===== src/rtl/exc_ctrl.sv =====
// -----------------------------------------------------------------------------
// exc_ctrl -- CP0 register file, exception/interrupt sequencer and pipeline
// flush/write-enable controller for a five-stage MIPS-style pipeline.
//
// Exceptions are evaluated for the instruction sitting in MEM. A taken
// interrupt, SYSCALL or ERET redirects the PC in the same cycle and flushes the
// younger stages. The FSM then spends one SETTLE cycle during which nothing can
// be taken, so the redirected fetch gets into the pipe first.
//
// Parameters
//   NUM_IRQ    : number of hardware interrupt lines (1..6), IrqIn[k] -> IP[2+k]
//   BOOT_EBASE : reset value of EBASE
//
// Configuration macro
//   VECTORED_INT_EN : when defined, interrupts vector to EBASE+0x200+0x20*n,
//                     where n is the highest pending unmasked IP bit.
//                     SYSCALL always uses EBASE+0x180. When undefined, every
//                     exception uses EBASE+0x180.
//
// Ports
//   clk, rst           : clock, asynchronous active-high reset
//   CurrentPC          : PC of the MEM-stage instruction
//   ExcDelay           : MEM-stage instruction sits in a branch delay slot
//   ExcSyscall/ExcEret : MEM-stage instruction is SYSCALL / ERET
//   IrqIn              : level-sensitive hardware interrupts
//   HazardStall        : load-use stall request
//   MemBusy            : memory stage not ready
//   CP0WE/WAddr/WData  : MTC0 write port
//   CP0RAddr/CP0RData  : MFC0 combinational read port
//   ExcRedirect/ExcPC  : PC redirect request and target
//   *Flush / *WE       : per-stage clear and write enable
// -----------------------------------------------------------------------------
module exc_ctrl #(
  parameter int          NUM_IRQ    = 6,
  parameter logic [31:0] BOOT_EBASE = 32'h8000_1000
) (
  input  logic               clk,
  input  logic               rst,
  input  logic [31:0]        CurrentPC,
  input  logic               ExcDelay,
  input  logic               ExcSyscall,
  input  logic               ExcEret,
  input  logic [NUM_IRQ-1:0] IrqIn,
  input  logic               HazardStall,
  input  logic               MemBusy,
  input  logic               CP0WE,
  input  logic [4:0]         CP0WAddr,
  input  logic [31:0]        CP0WData,
  input  logic [4:0]         CP0RAddr,
  output logic [31:0]        CP0RData,
  output logic               ExcRedirect,
  output logic [31:0]        ExcPC,
  output logic               PCFlush,
  output logic               IFIDFlush,
  output logic               IDEXFlush,
  output logic               EXMEFlush,
  output logic               MEWBFlush,
  output logic               PCWE,
  output logic               IFIDWE,
  output logic               IDEXWE,
  output logic               EXMEWE,
  output logic               MEWBWE
);

  localparam logic [4:0] ADDR_COUNT   = 5'd9;
  localparam logic [4:0] ADDR_COMPARE = 5'd11;
  localparam logic [4:0] ADDR_STATUS  = 5'd12;
  localparam logic [4:0] ADDR_CAUSE   = 5'd13;
  localparam logic [4:0] ADDR_EPC     = 5'd14;
  localparam logic [4:0] ADDR_EBASE   = 5'd15;

  localparam logic [4:0] EXC_INT = 5'd0;
  localparam logic [4:0] EXC_SYS = 5'd8;

  typedef enum logic {RUN, SETTLE} state_e;

  state_e state_q, state_d;

  logic [7:0]         statusIm_q;
  logic               statusExl_q;
  logic               statusIe_q;
  logic               causeBd_q;
  logic               causeTi_q;
  logic [1:0]         causeSwIp_q;
  logic [NUM_IRQ-1:0] causeHwIp_q;
  logic [4:0]         causeExcCode_q;
  logic [31:0]        epc_q;
  logic [31:0]        count_q;
  logic [31:0]        compare_q;
  logic [17:0]        ebaseField_q;

  logic [31:0] ebase;
  logic [7:0]  causeIp;
  logic [7:0]  pendingMask;
  logic        intPending;
  logic        evalEn;
  logic        takeInt;
  logic        takeSys;
  logic        takeEret;
  logic        takeAny;
  logic        cp0Write;
  logic [31:0] intTarget;
  logic [31:0] sysTarget;

  // Only bits 29:12 of EBASE are software visible; the rest are fixed at boot.
  assign ebase = {BOOT_EBASE[31:30], ebaseField_q, BOOT_EBASE[11:0]};

  // Assemble the 8-bit IP view. IP[7] doubles as the timer line; with six
  // hardware lines IrqIn[5] shares it, so the two are ORed.
  always_comb begin
    causeIp      = 8'b0;
    causeIp[1:0] = causeSwIp_q;
    for (int k = 0; k < NUM_IRQ; k++) begin
      causeIp[2+k] = causeHwIp_q[k];
    end
    causeIp[7] = causeIp[7] | causeTi_q;
  end

  assign pendingMask = causeIp & statusIm_q;
  assign intPending  = statusIe_q & ~statusExl_q & (|pendingMask);

  // Priority: interrupt > syscall > eret, only in RUN with memory ready.
  assign evalEn   = (state_q == RUN) & ~MemBusy;
  assign takeInt  = evalEn & intPending;
  assign takeSys  = evalEn & ~intPending & ExcSyscall;
  assign takeEret = evalEn & ~intPending & ~ExcSyscall & ExcEret;
  assign takeAny  = takeInt | takeSys | takeEret;

  // An MTC0 in the same cycle as a take belongs to a flushed context.
  assign cp0Write = CP0WE & ~takeAny;

  assign sysTarget = ebase + 32'h0000_0180;

`ifdef VECTORED_INT_EN
  logic [2:0] vecIdx;

  // Highest-numbered pending unmasked IP selects the vector slot.
  always_comb begin
    vecIdx = 3'd0;
    for (int i = 0; i < 8; i++) begin
      if (pendingMask[i]) vecIdx = 3'(i);
    end
  end

  assign intTarget = ebase + 32'h0000_0200 + {24'b0, vecIdx, 5'b0};
`else
  assign intTarget = sysTarget;
`endif

  // FSM state register.
  always_ff @(posedge clk or posedge rst) begin
    if (rst) state_q <= RUN;
    else     state_q <= state_d;
  end

  // FSM next state: a take always buys exactly one SETTLE cycle.
  always_comb begin
    state_d = state_q;
    case (state_q)
      RUN:     if (takeAny) state_d = SETTLE;
      SETTLE:  state_d = RUN;
      default: state_d = RUN;
    endcase
  end

  // FSM outputs: reset overrides everything, then take, then normal flow.
  always_comb begin
    ExcRedirect = 1'b0;
    ExcPC       = 32'b0;
    PCFlush     = 1'b0;
    IFIDFlush   = 1'b0;
    IDEXFlush   = HazardStall & ~MemBusy;
    EXMEFlush   = 1'b0;
    MEWBFlush   = MemBusy;
    PCWE        = ~HazardStall & ~MemBusy;
    IFIDWE      = ~HazardStall & ~MemBusy;
    IDEXWE      = ~MemBusy;
    EXMEWE      = ~MemBusy;
    MEWBWE      = 1'b1;
    if (rst) begin
      PCFlush   = 1'b1;
      IFIDFlush = 1'b1;
      IDEXFlush = 1'b1;
      EXMEFlush = 1'b1;
      MEWBFlush = 1'b1;
      PCWE      = 1'b0;
      IFIDWE    = 1'b0;
      IDEXWE    = 1'b0;
      EXMEWE    = 1'b0;
      MEWBWE    = 1'b0;
    end else if (takeAny) begin
      ExcRedirect = 1'b1;
      if (takeInt)      ExcPC = intTarget;
      else if (takeSys) ExcPC = sysTarget;
      else              ExcPC = epc_q;
      IFIDFlush = 1'b1;
      IDEXFlush = 1'b1;
      EXMEFlush = 1'b1;
      MEWBFlush = 1'b1;
      PCWE      = 1'b1;
      IFIDWE    = 1'b1;
      IDEXWE    = 1'b1;
      EXMEWE    = 1'b1;
      MEWBWE    = 1'b1;
    end
  end

  // Free-running timer. TI is sticky until software rewrites COMPARE, and the
  // clear wins over a coincident match.
  always_ff @(posedge clk or posedge rst) begin
    if (rst) begin
      count_q   <= 32'b0;
      compare_q <= 32'hFFFF_FFFF;
      causeTi_q <= 1'b0;
    end else begin
      if (cp0Write && CP0WAddr == ADDR_COUNT) count_q <= CP0WData;
      else                                    count_q <= count_q + 32'd1;
      if (cp0Write && CP0WAddr == ADDR_COMPARE) begin
        compare_q <= CP0WData;
        causeTi_q <= 1'b0;
      end else if (count_q == compare_q) begin
        causeTi_q <= 1'b1;
      end
    end
  end

  // STATUS, CAUSE, EPC and EBASE. Exception entry/return takes priority over
  // software writes (which are dropped on a take anyway).
  always_ff @(posedge clk or posedge rst) begin
    if (rst) begin
      statusIm_q     <= 8'b0;
      statusExl_q    <= 1'b0;
      statusIe_q     <= 1'b0;
      causeBd_q      <= 1'b0;
      causeSwIp_q    <= 2'b0;
      causeHwIp_q    <= '0;
      causeExcCode_q <= 5'b0;
      epc_q          <= 32'b0;
      ebaseField_q   <= BOOT_EBASE[29:12];
    end else begin
      causeHwIp_q <= IrqIn;
      if (takeInt || takeSys) begin
        statusExl_q    <= 1'b1;
        causeBd_q      <= ExcDelay;
        causeExcCode_q <= takeInt ? EXC_INT : EXC_SYS;
        epc_q          <= ExcDelay ? (CurrentPC - 32'd4) : CurrentPC;
      end else if (takeEret) begin
        statusExl_q <= 1'b0;
      end else if (cp0Write) begin
        case (CP0WAddr)
          ADDR_STATUS: begin
            statusIm_q  <= CP0WData[15:8];
            statusExl_q <= CP0WData[1];
            statusIe_q  <= CP0WData[0];
          end
          ADDR_CAUSE: causeSwIp_q  <= CP0WData[9:8];
          ADDR_EPC:   epc_q        <= CP0WData;
          ADDR_EBASE: ebaseField_q <= CP0WData[29:12];
          default: ;
        endcase
      end
    end
  end

  // MFC0 read mux; unimplemented registers read as zero.
  always_comb begin
    CP0RData = 32'b0;
    case (CP0RAddr)
      ADDR_COUNT:   CP0RData = count_q;
      ADDR_COMPARE: CP0RData = compare_q;
      ADDR_STATUS:  CP0RData = {16'b0, statusIm_q, 6'b0, statusExl_q, statusIe_q};
      ADDR_CAUSE:   CP0RData = {causeBd_q, causeTi_q, 14'b0, causeIp, 1'b0,
                                causeExcCode_q, 2'b0};
      ADDR_EPC:     CP0RData = epc_q;
      ADDR_EBASE:   CP0RData = ebase;
      default:      CP0RData = 32'b0;
    endcase
  end

endmodule

===== config.mk =====
export PLATFORM = sky130hd
export DESIGN_NAME = exc_ctrl
export DESIGN_NICKNAME = d
export VERILOG_FILES = /design/src/rtl/exc_ctrl.sv
export SDC_FILE = /design/constraint.sdc
export NUM_CORES = 1
export LEC_CHECK = 0
export ABC_AREA = 0
export BUFFER_PORTS_ARGS = -buffer_cell sky130_fd_sc_hd__buf_4
export CAP_MARGIN = 20
export CORE_MARGIN = 8
export CORE_UTILIZATION = 52
export CTS_BUF_LIST = sky130_fd_sc_hd__clkbuf_8
export CTS_CLUSTER_DIAMETER = 100
export DETAILED_ROUTE_END_ITERATION = 10
export GPL_ROUTABILITY_DRIVEN = 1
export PLACE_DENSITY_LB_ADDON = 0.3
export SLEW_MARGIN = 20
export SYNTH_ARGS = -nofsm -noshare
export SYNTH_HDL_FRONTEND = slang
export SYNTH_SLANG_ARGS = --single-unit

===== constraint.sdc =====
create_clock -name clk -period 10.2 [get_ports clk]
set_input_delay 2.04 -clock clk [delete_from_list [all_inputs] [get_ports clk]]
set_output_delay 2.04 -clock clk [all_outputs]
set_load 0.1 [all_outputs]

# Yosys cells after proc, flatten, opt, wreduce, memory -nomap -nowiden
# Index checks and enable logic that the tools add are counted.
[classes]
add_sub_neg = 3
n_eq_ne = 14
muxes = 32
bitwise = 24
n_reduce_logical = 14
[ops]
columns = ["cell", "count"]
rows = [
  ["2-to-1 mux 32 bit", 10],
  ["case mux 32 bit (6 select lines)", 1],
  ["equality test 5 x 4 -> 1 bit, second input constant", 12],
  ["adder 32 x 1 -> 32 bit, second input constant", 1],
  ["adder 32 x 9 -> 32 bit, second input constant", 1],
  ["equality test 32 bit", 1],
  ["subtractor 32 x 3 -> 32 bit, second input constant", 1],
  ["2-to-1 mux 1 bit", 19],
  ["AND reduction 4 bit", 3],
  ["bitwise AND 1 bit", 11],
  ["NOT 1 bit", 9],
  ["bitwise AND 8 bit", 1],
  ["OR reduction 8 bit", 1],
  ["nonzero test 2 bit", 3],
  ["nonzero test 3 bit", 2],
  ["2-to-1 mux 4 bit", 1],
  ["OR 1 bit", 3],
  ["AND reduction 3 bit", 1],
  ["logical AND 1 bit", 2],
  ["!= test 2 x 1 -> 1 bit, second input constant", 1],
  ["case mux 1 bit (2 select lines)", 1],
  ["AND reduction 2 bit", 1],
  ["logical OR 1 bit", 1],
]
[word_totals]
ff_bits = 140
inputBits = 88
elab_cells = 100

# Longest topological paths before layout
# Gate-level depths: netlist (run 1).
[depth]
ltp_word = 14
ltp_mapped = 7
ltp_nobuf = 7

# Least setup slack after synthesis (run 1)
# No wires, ideal clock.
[synth_path]
kind = "input-to-output"
start = "in rst"
end = "out MEWBWE"
arrival_ns = 5.361
slack_ns = 2.799
path_stages = 1
n_path_buf = 0
path_cell_list = "inv_1"
[synth_between]
elab_chain_len = 1
[synth_lines]
columns = ["element", "line_no", "source"]
rows = [
  ["start: declaration", "38", "input logic rst,"],
  ["2-to-1 mux 1 bit", "180", "if (rst) begin"],
  ["end: declaration", "62", "output logic MEWBWE"],
]
# Every way passes these cells.

# Worst setup path after layout (run 1)
[layout_path]
start = "in CP0RAddr[4]"
end = "out CP0RData[15]"
[layout_between]
elab_chain_len = 2
elab_cells_between_ends = 7
cone_classes = "eq/ne: 6; mux: 1"
[layout_lines]
columns = ["element", "line_no", "source"]
rows = [
  ["start: declaration", "49", "input logic [4:0] CP0RAddr,"],
  ["equality test 5 x 4 -> 1 bit", "268", "case (CP0RAddr)"],
  ["case mux 32 bit (6 select lines) (*)", "268", ""],
  ["end: declaration", "50", "output logic [31:0] CP0RData,"],
]
# Mark *: on every way between the ends. The rest lies on a longest branch, timed or not.

==> results of run 1 <==
[worst max-delay path, cell delays in order]
cell,delay [ps]
buf_4,120
or3b_2,490
nor2_1,750
o21ai_0,230
nand4_1,200
buf_4,310
[path summary, 6_finish.rpt]
path / start / to / slack, ps / depth (start not counted)
max in group asynchronous: rst / statusIm_q[6]$_DFFE_PP0P_ / 6950 / 3
min in group asynchronous: rst / state_q$_DFF_PP0_ / 1760 / 2
worst max register to register: statusIm_q[6]$_DFFE_PP0P_ / epc_q[22]$_DFFE_PP0P_ / 7000 / 6
worst min register to register: causeBd_q$_DFFE_PP0N_ / causeBd_q$_DFFE_PP0N_ / 510 / 2
worst max-delay path: CP0RAddr[4] / CP0RData[15] / 4010 / 6
worst min-delay path: causeBd_q$_DFFE_PP0N_ / causeBd_q$_DFFE_PP0N_ / 510 / 2
[sequential cells by signal (all words and copies together), names as in the netlist]
| signal | flops |
|---|---|
| ebaseField_q | 18 |
| causeTi_q | 1 |
| causeBd_q | 1 |
| statusIe_q | 1 |
| statusIm_q | 8 |
| statusExl_q | 1 |
| epc_q | 32 |
| state_q | 1 |
| count_q | 32 |
| causeExcCode_q | 1 |
| causeSwIp_q | 2 |
| causeHwIp_q | 6 |
| compare_q | 32 |
[cell families (layout without fill, tap and decap cells)]
family          count (synthesis)  after routing  share of synthesized area, %
xor+xnor                       82             82                          8.74
flops                         136            136                          41.9
buf+inv                        65            219                          3.59
fa+ha+maj                       2              2                         0.304
simple gates                  263            263                          16.7
mux                            98             98                          15.1
compound gates                150            150                          13.6
[Yosys cell counts, drive strengths merged, types with 12 or more instances]
| master | number |
|---|---|
| dfrtp | 103 |
| mux2 | 92 |
| nand2 | 84 |
| a22oi | 55 |
| xor2 | 50 |
| clkbuf | 40 |
| nor2 | 38 |
| dfstp | 33 |
| a21oi | 32 |
| xnor2 | 32 |
| a221o | 25 |
| nand3 | 25 |
| and2 | 21 |
| nand4 | 18 |
| nor4 | 18 |
| buf | 13 |
| inv | 12 |
[routing by layer]
metal	share of wire (%)	vias up
li1	-	3202
met1	42	3534
met2	44	407
met3	11	57
met4	2.7	0
met5	0	-
[power by group]
| part | internal (mW) | switching [mW] | leakage [nW] |
|---|---|---|---|
| logic | 0.230 | 0.300 | 2.77 |
| registers | 0.684 | 0.158 | 1.64 |
| clock network | 0.217 | 0.214 | 0.184 |
| total | 1.13 | 0.672 | 4.60 |
[layout make-up]
| type | count | share of cell area [%] |
|---|---|---|
| Multi-Input combinational cell | 595 | 45.4 |
| Tap cell | 216 | 2.70 |
| Sequential cell | 136 | 34.4 |
| Clock buffer | 21 | 2.89 |
| Timing Repair Buffer | 175 | 13.1 |
| Inverter | 12 | 0.475 |
| Clock inverter | 11 | 0.975 |
==> results.md, run 1 <==
- Met3 Usage GRT: 7.06%
- Slew @ Worst Pin: 1080 ps
- Area fraction of the dominant cell type after synthesis: 31.4%
- WL final: 26.0 mm
- Die area: roughly 20000 sq um
- CTS buffer count: 17
- Most frequent cells in the layout: buf_4 (175), dfrtp_1 (103), nand2_1 (84)
- Num rows: 46
- GPL Wtd Cong: 0.933
- TritonCTS clock tree: done
- Die Height: roughly 140 microns
- Worst EP required: slightly above 8000 ps
- RSZ-0062 raised after global routing: false
- Final clock skew: ~14 ps
- Hold Crit Class: register to register
- Crit. End Element: output port
- Final Hold Vio Count: 0
- Clk slew on worst S/H paths: ~80 ps
- M1 GR Usage: 35.5%
- Pwr dens: 180 nW/um^2
- IO buf count: 162
- FFs w/ async S/R, synth: between 90% and 100%
- Initial antenna violation count: 0
- P&R area growth vs syn: 21.8%
- Fmax: 162 MHz
- Dominant cells by area after synthesis: dfrtp_1 (31%), dfstp_2 (11%), mux2_2 (7.3%)
- Syn Inst Count: 796
- # Max-Cap Violations: 0
- Syn Nets: 886
- Post-synth EDFFs: 0
- Slew Viols, Final: 0
- Warning count from the yosys run: 0
- Finished Layout Cells: 1166
- Mapped Avg Cell Area: 10.3 sq um
- Initial detailed-routing violation count: slightly above 900
- GR Util All Layers: between 20% and 30%
- Layout cells sized above 1: 36.6%
- Distinct cells, synth: 54
- Initial Util: around 52%
- Die width: 142 microns
- Seq. cell area: 3440 sq um
- # diodes: 0
- Total number of vias: 7200
- Clock Latency Late Sink: 460 ps
- Global-route wire length before repair: 40.3 mm
- Cells after DPL: 1134
- Worst setup margin: ~4000 ps
- Synth area leader: dfrtp_1
- FILL cells: approximately 1300
- Leading cell type in the layout, fill and taps excluded: buf_4
- Setup TNS: 0 ps
- Pre-CTS setup slack: 4040 ps
- Multi-input combinational cell area: 4550 sq um
- DRC: 0
- Final setup violation count: 0
- Slew margin rel.: between 20% and 30%
- Worst-case vdd ir drop: 0.0000874 V
- Leakage power: about 4.6 nW
- Sequential fraction of the synthesis area: between 40% and 50%
- Largest net degree at the start of global routing: 76
- Status: complete, no violations
- Vias in the first global route: a little over 7000
- Root Driver: clkbuf_8
- Post-CTS setup buffer count: 0
- Layout net count: a little over 1000
- Final Cycle Share: between 60% and 70%
- Utilization after layout: 63.9%
- Clock Path Buffers: 2
- ANT nets after route: 0
- Number of vias per cell: 6.17
- Tot Pwr: 1.80 mW
- CP Class: input pin to output port
- Synthesized flop and latch total: between 100 and 150
- GRT overflow: 0
- CTS hold repair buffers: 0
- Post-DP HPWL: 19.1 mm
- Top Usage Layer GRT: met2
- Dominant synthesized flop cell: dfrtp_1
- H-tree levels: 4
- Critical path peak fanout: 11
- Fin Hold WS: 505 ps
- M2 GR Usage: between 30% and 40%
- Boundary Pins: 163
- Synthesized area: 8220 sq um
- Startpoint types: input pin
- Resize count post-CTS: 0
- Core ar.: 15700 sq um
- Final Cell Area: 10000 sq um
- Critical Path AT: 4150 ps
- Tmin final: 6190 ps
- Placed instance area: about 9600 sq um
- Length of the first detailed-routing pass in iterations: 5
- Avg WL per Cell: 22.3 microns
- Sink Count: 136
No activity file was read; power rests on OpenSTA's default activity.
==> inputs of run 2 (changes only) <==
==> constraint.sdc (replaced) <==
create_clock -name clk -period 5.2 [get_ports clk]
set_input_delay 1.04 -clock clk [delete_from_list [all_inputs] [get_ports clk]]
set_output_delay 1.04 -clock clk [all_outputs]
set_load 0.1 [all_outputs]
==> run 2 against run 1 <==
Compared with the run above:
- count of clock-buffer cells in the layout increased by 2
- first-iteration DRC count decreased by 11%
- critical path depth unchanged
- sequential share of layout area decreased by 0.21 points
- design area increased by 0.63%
- flip-flop and latch count unchanged
==> results.md, run 2 (synthesis results as in run 1) <==
- Status: complete, no violations
- Pwr dens: between 300 and 400 nW/um^2
- Fmax: 237 MHz
- Layout net count: 1032
- # Max-Cap Violations: 0
- Largest net degree at the start of global routing: 71
- Final Cycle Share: 81.1%
- Worst-case vdd ir drop: 0.000173 V
- Top Usage Layer GRT: met2
- Num rows: between 40 and 50
- Die Height: 142 microns
- Clock Latency Late Sink: 450 ps
- WL final: ~26 mm
- Length of the first detailed-routing pass in iterations: 6
- Die area: 20100 sq um
- Initial antenna violation count: 0
- Global-route wire length before repair: about 41 mm
- Hold endpoint: causeBd_q$_DFFE_PP0N_
- GPL Wtd Cong: 0.935
- Hold_sp: causeBd_q$_DFFE_PP0N_
- Final Cell Area: 10100 sq um
- DRC: 0
- Resize count post-CTS: 0
- Final Hold Vio Count: 0
- CTS buffer count: 17
- Most frequent cells in the layout: buf_4 (180), dfrtp_1 (103), nand2_1 (84)
- Avg WL per Cell: 22.5 microns
- Worst setup margin: 984 ps
- RSZ-0062 raised after global routing: false
- Critical Path AT: about 3200 ps
- Vias in the first global route: between 7000 and 8000
- H-tree levels: 4
- Final clock skew: 15.1 ps
- Number of vias per cell: 6.16
- Tmin final: ~4200 ps
- Root Driver: clkbuf_8
- FILL cells: 1321
- GRT overflow: 0
- Startpoint types: register
- Total number of vias: 7210
- Layout cells sized above 1: 36.8%
- R2R cell count: 5
- # diodes: 0
- P&R area growth vs syn: 22.6%
- Worst EP required: ~4200 ps
- Slew margin rel.: between 20% and 30%
- Boundary Pins: 163
- Initial Util: 52.5%
- Crit. End Element: output port
- R2R setup slack: approximately 2000 ps
- Leakage power: around 4.7 nW
- IO buf count: 162
- GR Util All Layers: 26.4%
- Sink Count: 136
- Leading cell type in the layout, fill and taps excluded: buf_4
- CTS hold repair buffers: 0
- Seq. cell area: about 3400 sq um
- Worst hold path depth: 2
- Post-CTS setup buffer count: 0
- Pre-CTS setup slack: 1030 ps
- Met3 Usage GRT: around 6.3%
- CP top delay family: compound AO/OA/AOI/OAI gates
- Setup TNS: 0 ps
- Placed instance area: 9660 sq um
- Die width: approximately 140 microns
- Worst path bufs/invs: 1
- Reg2Reg Launch Point: causeTi_q$_DFFE_PP0P_
- Largest registers: compare_q (32), count_q (32), epc_q (32)
- Post-DP HPWL: 19.3 mm
- M1 GR Usage: 36.4%
- Critical path peak fanout: 30
- CP Class: register to output port
- Clock Path Buffers: 2
- Most common cell on crit path: nand2_1
- Largest stage delay, worst path: 730 ps
- Initial detailed-routing violation count: a little over 800
- CP max stage cell: o221ai_4
- Final setup violation count: 0
- ANT nets after route: 0
- Clk slew on worst S/H paths: about 80 ps
- M2 GR Usage: 38.9%
- Utilization after layout: 64.3%
- R2r endpoint: ebaseField_q[5]$_DFFE_PP0P_
- Crit path cell chain: a222oi_1, nand2_1, o221ai_4, nand2_1, a21oi_1, buf_4
- Core ar.: 15700 sq um
- TritonCTS clock tree: done
- Slew Viols, Final: 0
- Hold Crit Class: register to register
- Slew @ Worst Pin: 1100 ps
- Multi-input combinational cell area: 4540 sq um
## run 2: changes by cell type in the layout (fill, tap and decap cells not counted)
cell,before,now
clkinv_2,2,4
nor3_1,4,5
inv_6,1,0
inv_1,12,13
inv_4,1,0
nor3_2,2,1
clkinv_4,0,1
buf_4,175,180
clkbuf_8,21,23
or4_4,0,1
bufinv_16,1,2
clkinvlp_4,6,1
or4_2,1,0
## run 2: final cells by class
type,instances,area share (%)
Inverter,12,0.484
Tap cell,216,2.68
Sequential cell,136,34.2
Timing Repair Buffer,180,13.4
Clock buffer,23,3.14
Multi-Input combinational cell,595,45.1
Clock inverter,9,0.957
## run 2: per-stage QoR
stage                     instances  power, mW  hold WS, ps
after floorplan                 796       2.34          446
after global placement         1139       2.66          489
after detailed placement       1139       2.69          484
after CTS                      1171       3.59          503
after global routing           1171       3.76          518
final                          1171       3.60          502
## run 2: report_power, final
part | total (mW) | switching (mW) | internal [mW]
Sequential | 1.65 | 0.305 | 1.34
Clock | 0.903 | 0.405 | 0.497
Combinational | 1.05 | 0.590 | 0.455
## run 2: worst reg2reg max path: stages, from the launching register on
cell and delay [ps]:
dfrtp_1 450, o21ai_0 520, and3_1 270, a31oi_1 270, or4_1 1090, mux2_4 490
## run 2: per-layer routing
| layer | part of all wire, % | vias to the layer above |
|---|---|---|
| met5 | 0 | - |
| met4 | 3.1 | 0 |
| met3 | 9.2 | 65 |
| met2 | 45 | 391 |
| met1 | 43 | 3526 |
| li1 | - | 3228 |
## run 2: how the worst max path moves through the flow
stage,start,to,slack [ps],cells past startpoint
after detailed placement,CP0RAddr[4],CP0RData[15],1030,6
after floorplan,MemBusy,PCWE,210,2
after global routing,statusIm_q[6]$_DFFE_PP0P_,ExcPC[21],760,6
after global placement,CP0RAddr[4],CP0RData[15],1040,6
final,statusIm_q[6]$_DFFE_PP0P_,ExcPC[22],980,6
after CTS,CP0RAddr[4],CP0RData[15],1020,6
